===== config.mk =====
export PLATFORM = sky130hd
export DESIGN_NAME = fetch_unit
export DESIGN_NICKNAME = d
export VERILOG_FILES = /design/src/rtl/fetch_unit.sv
export SDC_FILE = /design/constraint.sdc
export NUM_CORES = 1
export LEC_CHECK = 0
export ABC_CLOCK_PERIOD_IN_PS = 3200
export CAP_MARGIN = 15
export CORE_UTILIZATION = 53
export DETAILED_ROUTE_END_ITERATION = 10
export GPL_TIMING_DRIVEN = 0
export PLACE_DENSITY = 0.82
export SETUP_SLACK_MARGIN = 0.15
export SLEW_MARGIN = 10
export SYNTH_ARGS = -nofsm -noshare
export SYNTH_HDL_FRONTEND = slang
export SYNTH_SLANG_ARGS = --single-unit

===== constraint.sdc =====
create_clock -name clk -period 3.2 [get_ports clk]
set_clock_uncertainty 0.15 [all_clocks]
set_input_delay 0.48 -clock clk [delete_from_list [all_inputs] [get_ports clk]]
set_output_delay 0.48 -clock clk [all_outputs]
set_load 0.02 [all_outputs]

===== src/rtl/fetch_unit.sv =====
// MIPS-R2000 IF stage: owns the PC, fetches over req/ack and drives IF/ID; result lands one cycle after ack.
// Stall parks an acked word in a skid register and drops imem_req; redirects during an open request drain it first.
module fetch_unit #(
  parameter logic [31:0] RESET_PC = 32'h0000_0000
) (
  input  logic        clk,
  input  logic        rst_n,
  input  logic        stall,
  input  logic        redirect,
  input  logic [31:0] redirect_pc,
  output logic        imem_req,
  output logic [31:0] imem_addr,
  input  logic        imem_ack,
  input  logic [31:0] imem_rdata,
  output logic [31:0] inst_out,
  output logic [31:0] pc_out,
  output logic        inst_valid,
  output logic        fetch_exception
);

  typedef enum logic [1:0] {
    ST_ISSUE = 2'd0,
    ST_DRAIN = 2'd1,
    ST_HOLD  = 2'd2
  } state_t;

  state_t      state_q, state_d;
  logic [31:0] pc_q, pc_d;
  logic [31:0] pending_pc_q, pending_pc_d;
  logic [31:0] skid_inst_q, skid_inst_d;
  logic [31:0] skid_pc_q, skid_pc_d;
  logic [31:0] inst_q, inst_d;
  logic [31:0] ifid_pc_q, ifid_pc_d;
  logic        valid_q, valid_d;
  logic        exc_q, exc_d;

  logic        redir_ok;
  logic [31:0] pc_plus4;

  // A misaligned target is dropped on the floor; only the exception pulse remains.
  assign redir_ok = redirect && (redirect_pc[1:0] == 2'b00);
  assign exc_d    = redirect && (redirect_pc[1:0] != 2'b00);
  assign pc_plus4 = pc_q + 32'd4;

  always_ff @(posedge clk) begin
    if (!rst_n) begin
      state_q      <= ST_ISSUE;
      pc_q         <= RESET_PC;
      pending_pc_q <= 32'h0;
      skid_inst_q  <= 32'h0;
      skid_pc_q    <= 32'h0;
      inst_q       <= 32'h0;
      ifid_pc_q    <= 32'h0;
      valid_q      <= 1'b0;
      exc_q        <= 1'b0;
    end else begin
      state_q      <= state_d;
      pc_q         <= pc_d;
      pending_pc_q <= pending_pc_d;
      skid_inst_q  <= skid_inst_d;
      skid_pc_q    <= skid_pc_d;
      inst_q       <= inst_d;
      ifid_pc_q    <= ifid_pc_d;
      valid_q      <= valid_d;
      exc_q        <= exc_d;
    end
  end

  always_comb begin
    state_d = state_q;
    case (state_q)
      ST_ISSUE: begin
        if (imem_ack) begin
          if (!redir_ok && stall) state_d = ST_HOLD;
        end else if (redir_ok) begin
          state_d = ST_DRAIN;
        end
      end
      ST_DRAIN: if (imem_ack) state_d = ST_ISSUE;
      ST_HOLD:  if (redir_ok || !stall) state_d = ST_ISSUE;
      default:  state_d = ST_ISSUE;
    endcase
  end

  // pc still names the outstanding request while draining, so the address is pc in both fetch states.
  always_comb begin
    imem_req  = rst_n && (state_q != ST_HOLD);
    imem_addr = pc_q;
  end

  always_comb begin
    pc_d         = pc_q;
    pending_pc_d = pending_pc_q;
    skid_inst_d  = skid_inst_q;
    skid_pc_d    = skid_pc_q;
    inst_d       = inst_q;
    ifid_pc_d    = ifid_pc_q;
    valid_d      = valid_q;
    case (state_q)
      ST_ISSUE: begin
        if (imem_ack) begin
          if (redir_ok) begin
            pc_d    = redirect_pc;
            valid_d = 1'b0;
          end else if (stall) begin
            skid_inst_d = imem_rdata;
            skid_pc_d   = pc_plus4;
            pc_d        = pc_plus4;
          end else begin
            inst_d    = imem_rdata;
            ifid_pc_d = pc_plus4;
            valid_d   = 1'b1;
            pc_d      = pc_plus4;
          end
        end else if (redir_ok) begin
          pending_pc_d = redirect_pc;
          valid_d      = 1'b0;
        end else if (!stall) begin
          valid_d = 1'b0;
        end
      end
      ST_DRAIN: begin
        valid_d = 1'b0;
        if (redir_ok) pending_pc_d = redirect_pc;
        if (imem_ack) pc_d = redir_ok ? redirect_pc : pending_pc_q;
      end
      ST_HOLD: begin
        if (redir_ok) begin
          pc_d    = redirect_pc;
          valid_d = 1'b0;
        end else if (!stall) begin
          inst_d    = skid_inst_q;
          ifid_pc_d = skid_pc_q;
          valid_d   = 1'b1;
        end
      end
      default: ;
    endcase
  end

  assign inst_out        = inst_q;
  assign pc_out          = ifid_pc_q;
  assign inst_valid      = valid_q;
  assign fetch_exception = exc_q;

endmodule

==> summary.md, run 1 <==
Summed over all layers, the global routing overflow is 0. The number of I/O port buffers is 167, and the overall routed net length is 28.7 mm. At the pin with the least slew margin, the transition time is 0.947 ns.

Of all nets on the critical path, the largest fanout is 10. The later pin in the worst-skew pair is clocked with a latency of 0.44 ns. The number of flops mapped to enable cells by yosys was 0. For this run, design rule violations remaining after detail routing come to 0. From left edge to right edge, the die measures 134 um. The clock passes through at most 2 buffers. The achievable clock frequency was 0.345 GHz; the largest net degree at the start of global routing was 18. The share of synthesized area in the top cell type comes to 42.7%. Data on the critical path is required at its endpoint by 3.43 ns.

The tools report the number of hold violations in the final report as 0. After filler insertion, the fill cell instance count of the layout stands at 1359. In this run the number of H-tree levels came out at 4. Global routing consumed, over all layers together, 32.1% of the routing resources. Broken down by cell family, the worst path's largest delay share belongs to buffers and inverters.

Synthesis instantiated 60 different standard cells from the library. The final estimated routing congestion in global placement was 0.941; the post-route minimum period was 2.90 ns. The run gives 1155 as the post-synth net total.

At the end of the flow, the number of nets in the layout was 1341. Including well taps, the total number of placed cells is 1468. Net switching is 32.3% of the power. The die covers 17900 um^2.

The height of the die works out to 134 um. IR analysis of the VDD net gives a maximum drop of 403 uV. The number of detailed-route iterations in the first pass was 8; the signed area change from the synthesized netlist to the final layout was 27.8%. For the DRC marker count from the first detailed-route iteration, the log shows 965. Summing all placed instances gives a cell area of 11100 um^2.

In this run, flip-flops and latches consume 42.4% of the power. The run gives 33.1% as the share of total power in the clock network. The analysis attributes to cell leakage a power of 0.00458 uW. The critical path data arrival time is 3.13 ns, and the max-slew headroom at the worst pin is 36.9%.

In the routed layout, each cell is associated on average with a via count of 6.05. The Yosys step of the flow raised 0 warnings. After synthesis, flip-flops and latches occupy 42.7% of the total area. Standard cell with the maximum stage delay on the critical path: sky130_fd_sc_hd__clkdlybuf4s50_1. Of the available clock period, the critical path in the final layout requires 90.7%. The share of synthesized flip-flops with an asynchronous set or reset works out to 0%. The flow ran to the end, and the final reports show no timing, DRC or antenna violations. The post-route netlist has 5.70% of its cells at a drive strength greater than 1.

TritonCTS built the clock tree. The post-synthesis cell count is 1081. The combinational share of power was 24.5%. The areal power density over the cells is 568 nW/um^2. For the count of boundary I/O pins, the log shows 168.

The detailed-route wire length per cell is 19.1 um. The least setup slack across all paths after layout came out at 0.298 ns. Setup violations remaining at the end of the flow were counted as 0. For the number of pins with negative max-slew slack in the final report, the log shows 0. The internal portion of the total power is 4520 uW. The number of antenna diodes in the final layout is 0. In the post-synthesis netlist, the biggest area contributors are sky130_fd_sc_hd__dfxtp_1 (43%), sky130_fd_sc_hd__nand2_1 (9.6%), sky130_fd_sc_hd__a21boi_0 (5.6%), sky130_fd_sc_hd__o211a_1 (4.9%), sky130_fd_sc_hd__mux2i_1 (4.4%).

For this design the total switching power over the nets is 2150 uW. The worst setup path is of the in2reg kind. The floorplan has 47 rows. The initial utilization of the core area, before any placement, comes to 54.8%.

Measured on the finished design, the core utilization comes to 70.0%. Buffers inserted during clock tree synthesis total 17. The critical path buffer and inverter count was 4; the total negative setup slack was 0 ns. The run gives 0 as the number of antenna violations at the first check in global routing. The maximum single-stage delay on the critical path was 0.58 ns. Among the stages of the critical path, the cell type that occurs most often is sky130_fd_sc_hd__buf_2.

The cell accounting for the most synthesized area was sky130_fd_sc_hd__dfxtp_1. The cell area after layout came out at 11700 um^2. In this run, synthesis produced a sequential element count of 196. Via count of the first global-routing pass: 8122.

For this run, the number of standard cells in the final layout without fillers is 1500. Once detailed placement completed, the half-perimeter wirelength came to 20.9 mm. For this design, the sink count on the clock tree is 196. Walking the worst path, the cells encountered are clkdlybuf4s50_1 > or3b_1 > buf_2 > nand2_1 > nor2_1 > buf_2 > clkbuf_1 > o21ai_0 > a21oi_1.

A synthesized cell averages 8.50 um^2. The tool flagged a number of max-cap violations equal to 0. In this run the standard cell core region covers 16800 um^2. Among all flip-flop cells after synthesis, the most frequent one is sky130_fd_sc_hd__dfxtp_1. The total of hold buffers inserted after clock tree synthesis came out at 0.

Setup repair after global routing left no endpoint under its margin. Combined area of all synthesized cells: 9180 um^2. For the post-CTS setup-driven buffer insertion count, the log shows 0.

The cell sitting at the root of the clock tree is a sky130_fd_sc_hd__clkbuf_16. The count of antenna-violating nets left after detailed routing is 0. Startpoint kind of the worst setup timing path: a primary input. After clock tree synthesis, the clock-pin slew on the worst setup and hold paths is 0.07 ns. The first global-routing pass estimated 44.2 mm of wire. STA classifies the critical path endpoint as a register. The path class of the tightest hold or removal check is reg2reg. The routed layout has 9078 vias.

The pre-CTS setup slack came out at -0.00679 ns.
layout make-up:
class | count | area (um^2) | share of cell area, %
multi-input cells | 783 | 4830 | 41.1
inverters | 9 | 33.8 | 0.288
clock buffers | 20 | 457 | 3.89
well taps | 220 | 275 | 2.35
clock inverters | 12 | 146 | 1.25
repair buffers | 167 | 1670 | 14.2
plain buffers | 93 | 400 | 3.41
flip-flops and latches | 196 | 3920 | 33.4
through the flow:
step / hold slack (ns) / total power, uW
6_report: 0.312 / 6670
5_1_grt: 0.332 / 6910
4_1_cts: 0.315 / 6640
3_5_place_dp: 0.305 / 4470
3_3_place_gp: 0.297 / 4440
2_1_floorplan: 0.290 / 3790
cells in the final DEF (no fill, tap or decap), types with 5 or more instances in the layout:
master                            instances
sky130_fd_sc_hd__nand2_1                236
sky130_fd_sc_hd__dfxtp_1                196
sky130_fd_sc_hd__clkdlybuf4s50_1        167
sky130_fd_sc_hd__a21boi_0                68
sky130_fd_sc_hd__o21ai_0                 63
sky130_fd_sc_hd__clkbuf_1                61
sky130_fd_sc_hd__a21oi_1                 60
sky130_fd_sc_hd__o211a_1                 45
sky130_fd_sc_hd__nand3_1                 44
sky130_fd_sc_hd__mux2i_1                 40
sky130_fd_sc_hd__nor2_1                  35
sky130_fd_sc_hd__xor2_1                  18
sky130_fd_sc_hd__clkbuf_16               17
sky130_fd_sc_hd__buf_2                   16
sky130_fd_sc_hd__nand4_1                 15
sky130_fd_sc_hd__o221ai_1                12
sky130_fd_sc_hd__o2bb2ai_1               11
sky130_fd_sc_hd__a221oi_1                11
sky130_fd_sc_hd__buf_1                   10
sky130_fd_sc_hd__inv_1                    9
sky130_fd_sc_hd__xnor2_1                  9
sky130_fd_sc_hd__and3_1                   7
sky130_fd_sc_hd__nor3b_1                  7
sky130_fd_sc_hd__a22oi_1                  7
sky130_fd_sc_hd__a221o_1                  6
sky130_fd_sc_hd__nor2b_1                  6
sky130_fd_sc_hd__nor4_1                   6
sky130_fd_sc_hd__o22ai_1                  6
sky130_fd_sc_hd__nand2b_1                 5
sky130_fd_sc_hd__nor3_1                   5
sky130_fd_sc_hd__a211o_1                  5
sky130_fd_sc_hd__o31ai_1                  5
sky130_fd_sc_hd__a31oi_1                  5
sky130_fd_sc_hd__ha_1                     5
per-layer routing:
layer	vias to the layer above	part of all wire, %	track usage, %	wire length (um)
li1	4232	-	-	-
met1	4277	42	43.7	12100
met2	487	45	49.6	13000
met3	82	8.7	5.10	2500
met4	0	3.8	15.3	1100
met5	-	0	0	0
kinds of logic after synthesis:
logic type      count (synthesis)  synth area share [%]
simple gates                  382                  19.1
compound gates                329                  25.9
buf+inv                       102                  4.71
fa+ha+maj                       5                 0.681
flops                         196                  42.7
xor+xnor                       27                  2.57
mux                            40                  4.36
final timing paths:
kind | startpoint | endpoint | slack (ns) | cells past startpoint
min reg2reg | pending_pc_q[6]$_SDFFE_PN0P_ | pending_pc_q[6]$_SDFFE_PN0P_ | 0.31 | 2
max | redirect_pc[1] | skid_pc_q[18]$_SDFFE_PN0P_ | 0.30 | 9
max reg2reg | state_q[1]$_SDFFE_PN0P_ | pc_out[10]$_SDFFE_PN0P_ | 0.34 | 7
min | pending_pc_q[6]$_SDFFE_PN0P_ | pending_pc_q[6]$_SDFFE_PN0P_ | 0.31 | 2
synthesized netlist by cell type (all sizes together) (11+ instances only):
cell type  count
o21ai         65
xor2          18
clkbuf        61
nand4         17
mux2i         40
o2bb2ai       11
a221oi        13
nand3         45
buf           32
o211a         45
a21boi        68
nor2          35
a21oi         60
nand2        237
o221ai        12
dfxtp        196
power by group through the flow:
| stage | sequential (uW) | combinational, uW | clock, uW |
|---|---|---|---|
| floorplan | 2970 | 813 | 0 |
| global placement | 2870 | 1580 | 0 |
| detailed placement | 2870 | 1600 | 0 |
| CTS | 2820 | 1610 | 2210 |
| global route | 2850 | 1740 | 2320 |
| finish | 2830 | 1630 | 2210 |
worst min-delay path: stages (launching register included):
cell	delay [ns]
sky130_fd_sc_hd__dfxtp_1	0.31
sky130_fd_sc_hd__nand2_1	0.04
sky130_fd_sc_hd__a21boi_0	0.06
timing repair:
item,in CTS,in global routing
gates resized for setup,0,2
endpoints found under the setup margin,0,20
hold endpoints to repair,0,0
state kept, by name, summed over array words and instances (netlist names):
| name | flops |
|---|---|
| fetch_exception | 1 |
| imem_addr | 32 |
| inst_out | 32 |
| inst_valid | 1 |
| pc_out | 32 |
| pending_pc_q | 32 |
| skid_inst_q | 32 |
| skid_pc_q | 32 |
| state_q | 2 |
Note: power is estimated with default switching activity, not from simulation.
==> run 2, diff against run 1 <==
SKIP_CTS_REPAIR_TIMING = 1   (was unset)
==> results of run 2 <==
Final layout, timing and power as in run 1 (identical DEF).
==> RTL change: new RTL, settings of run 2 <==
Reset style: asynchronous (`rst_n`), changed in one clocked block.
--- a/src/rtl/fetch_unit.sv
+++ b/src/rtl/fetch_unit.sv
@@ -44,3 +44,3 @@
 
-  always_ff @(posedge clk) begin
+  always_ff @(posedge clk or negedge rst_n) begin
     if (!rst_n) begin
Function: changed (Yosys sat finds a counterexample within 4 cycles, from zero or initial values and one cycle with rst_n low; the reset may be asserted at any time).
==> RTL change against run 2 <==
  * Worst setup slack worse by 0.085 ns
  * Routed wire length increased by 2.1%
  * Global-route usage decreased by 0.78 points
  * Sequential cell count stayed put
  * Area after synthesis is 6.8% higher
  * Design area increased by 6.0%
  * Critical path depth decreased by 2
  * Utilization fell by 1.0 points
Power is not compared: it rests on default switching activity, and its combinational part moved more than twofold at a synthesized area within 25%.
==> RTL change: results (changes against run 2) <==
For the wire length of the first global-routing pass, the log shows 46800 um (+5.9%). The share of post-route cells with drive strength above 1 was 8.15% (+2.4 points); the delay contributed by the slowest stage of the critical path was 0.42 ns (-0.16 ns). The pin count of the biggest net entering global routing is 78 (+60), and the met3 track demand over resource is 7.00% (+1.9 points). The final standard cell count with taps included and fillers excluded came out at 1481 (-1.3%).

For the detailed-routed wire length on met3, the log shows 2480 um (-0.92%). The first-pass iteration count of the detailed router was 6 (-2); the transition time at the pin with the least slew margin was 1.08 ns (+0.131 ns). The number of nets in the final layout is 1313 (-2.1%).

The total global routing track utilization is 31.3% (-0.78 points). The met2 routed wirelength was 13400 um (+2.9%). The mean routed wirelength per cell is 19.8 um (+3.4%), and the placement-stage worst setup slack is -0.232 ns (-0.226 ns). The met1 layer usage reported by global route was 43.4% (-0.24 points).

The critical path starts at state_q[0]. Count of fill cells added during filler insertion: 1363 (+0.29%). The average vias per placed instance works out to 6.04 (-0.15%).

Hold path startpoint: skid_inst_q[18]. Fraction of met2 tracks used by global routing: 47.4% (-2.1 points). The number of nets produced by synthesis is 1126 (-2.5%), and the placed wire-length estimate after detailed placement is 21100 um (+1.0%).

The run finished with clean final reports. The number of global-route vias before repair was 8495 (+4.6%); the length of routed wiring on met1 was 12300 um (+1.7%). Fraction of the yosys area taken by sequential cells: 50.0% (+7.3 points). The final weighted congestion in routability-driven placement came out at 0.938 (-0.38%). Yosys attributes the largest share of cell area to sky130_fd_sc_hd__dfrtp_1, sky130_fd_sc_hd__nand2_1, sky130_fd_sc_hd__o21ai_0, sky130_fd_sc_hd__mux2i_1, sky130_fd_sc_hd__mux2_2. The mean instance size in the synthesized netlist came out at 9.33 sq um (+9.8%).

Ranked by instance count, the synthesized netlist is headed by sky130_fd_sc_hd__nand2_1, sky130_fd_sc_hd__dfrtp_1, sky130_fd_sc_hd__o21ai_0. Starting DRC count in detailed routing: 1060 (+9.8%). The number of placed cells counting well taps was 1448 (-1.4%); the maximum net fanout on the critical path was 10 (unchanged). The clock-pin slew on the worst setup and hold paths was 0.07 ns (about the same). The tools report the startpoint of the worst register-to-register path as state_q[1].

The quantity of I/O buffers inserted on ports was 165 (-1.2%); the number of distinct standard cells referenced by the synthesized netlist was 67 (+12%). The share of synthesized flip-flops with an asynchronous set or reset was 100% (+100 points). The tree is rooted in a sky130_fd_sc_hd__clkbuf_16.
==> RTL change: cell types whose count changed after synthesis, sizes merged, moves of 11 or more <==
cell,before,now
nor2,35,48
o211a,45,0
nand3,45,34
a221oi,13,2
o21ai,65,107
dfrtp,0,196
a21oi,60,39
o211ai,1,20
a21boi,68,0
clkbuf,61,43
mux2,0,44
dfxtp,196,0
nand2,237,258
==> RTL change: cell type report <==
type / count / share of cell area, %
buffer: 73 / 2.56
inverter: 13 / 0.392
sequential: 196 / 39.4
timing repair buffer: 168 / 13.9
tap: 229 / 2.30
multi-input combinational: 770 / 36.7
clock inverter: 13 / 1.14
clock buffer: 19 / 3.64
==> RTL change: final timing paths <==
check / slack, ns / depth (start not counted) / end
max in group asynchronous: 1.80 / 3 / inst_out[29]
worst min register to register: 0.33 / 2 / skid_inst_q[18]
worst max register to register: 0.30 / 8 / imem_addr[12]
worst max-delay path: 0.21 / 7 / imem_req
worst min-delay path: 0.33 / 2 / skid_inst_q[18]
min in group asynchronous: 0.40 / 2 / skid_pc_q[28]
==> RTL change: cells by family (layout without fill, tap and decap cells) <==
family | Yosys count | in the layout | synth area share (%)
muxes | 88 | 88 | 9.54
DFF | 196 | 196 | 50.0
xor gates and xnor gates | 27 | 27 | 2.41
adders and majority gates | 5 | 5 | 0.638
buffers and inverters | 86 | 286 | 3.56
and+or+nand+nor | 403 | 403 | 17.9
AOI/OAI and AO/OA | 247 | 247 | 15.9
==> RTL change: stage by stage <==
stage                     cell area [sq um]  util (%)
after global placement                11700      65.2
final                                 12400      69.0
after global routing                  12400      69.0
after CTS                             12400      68.8
after detailed placement              11800      65.5
after floorplan                        9810         -
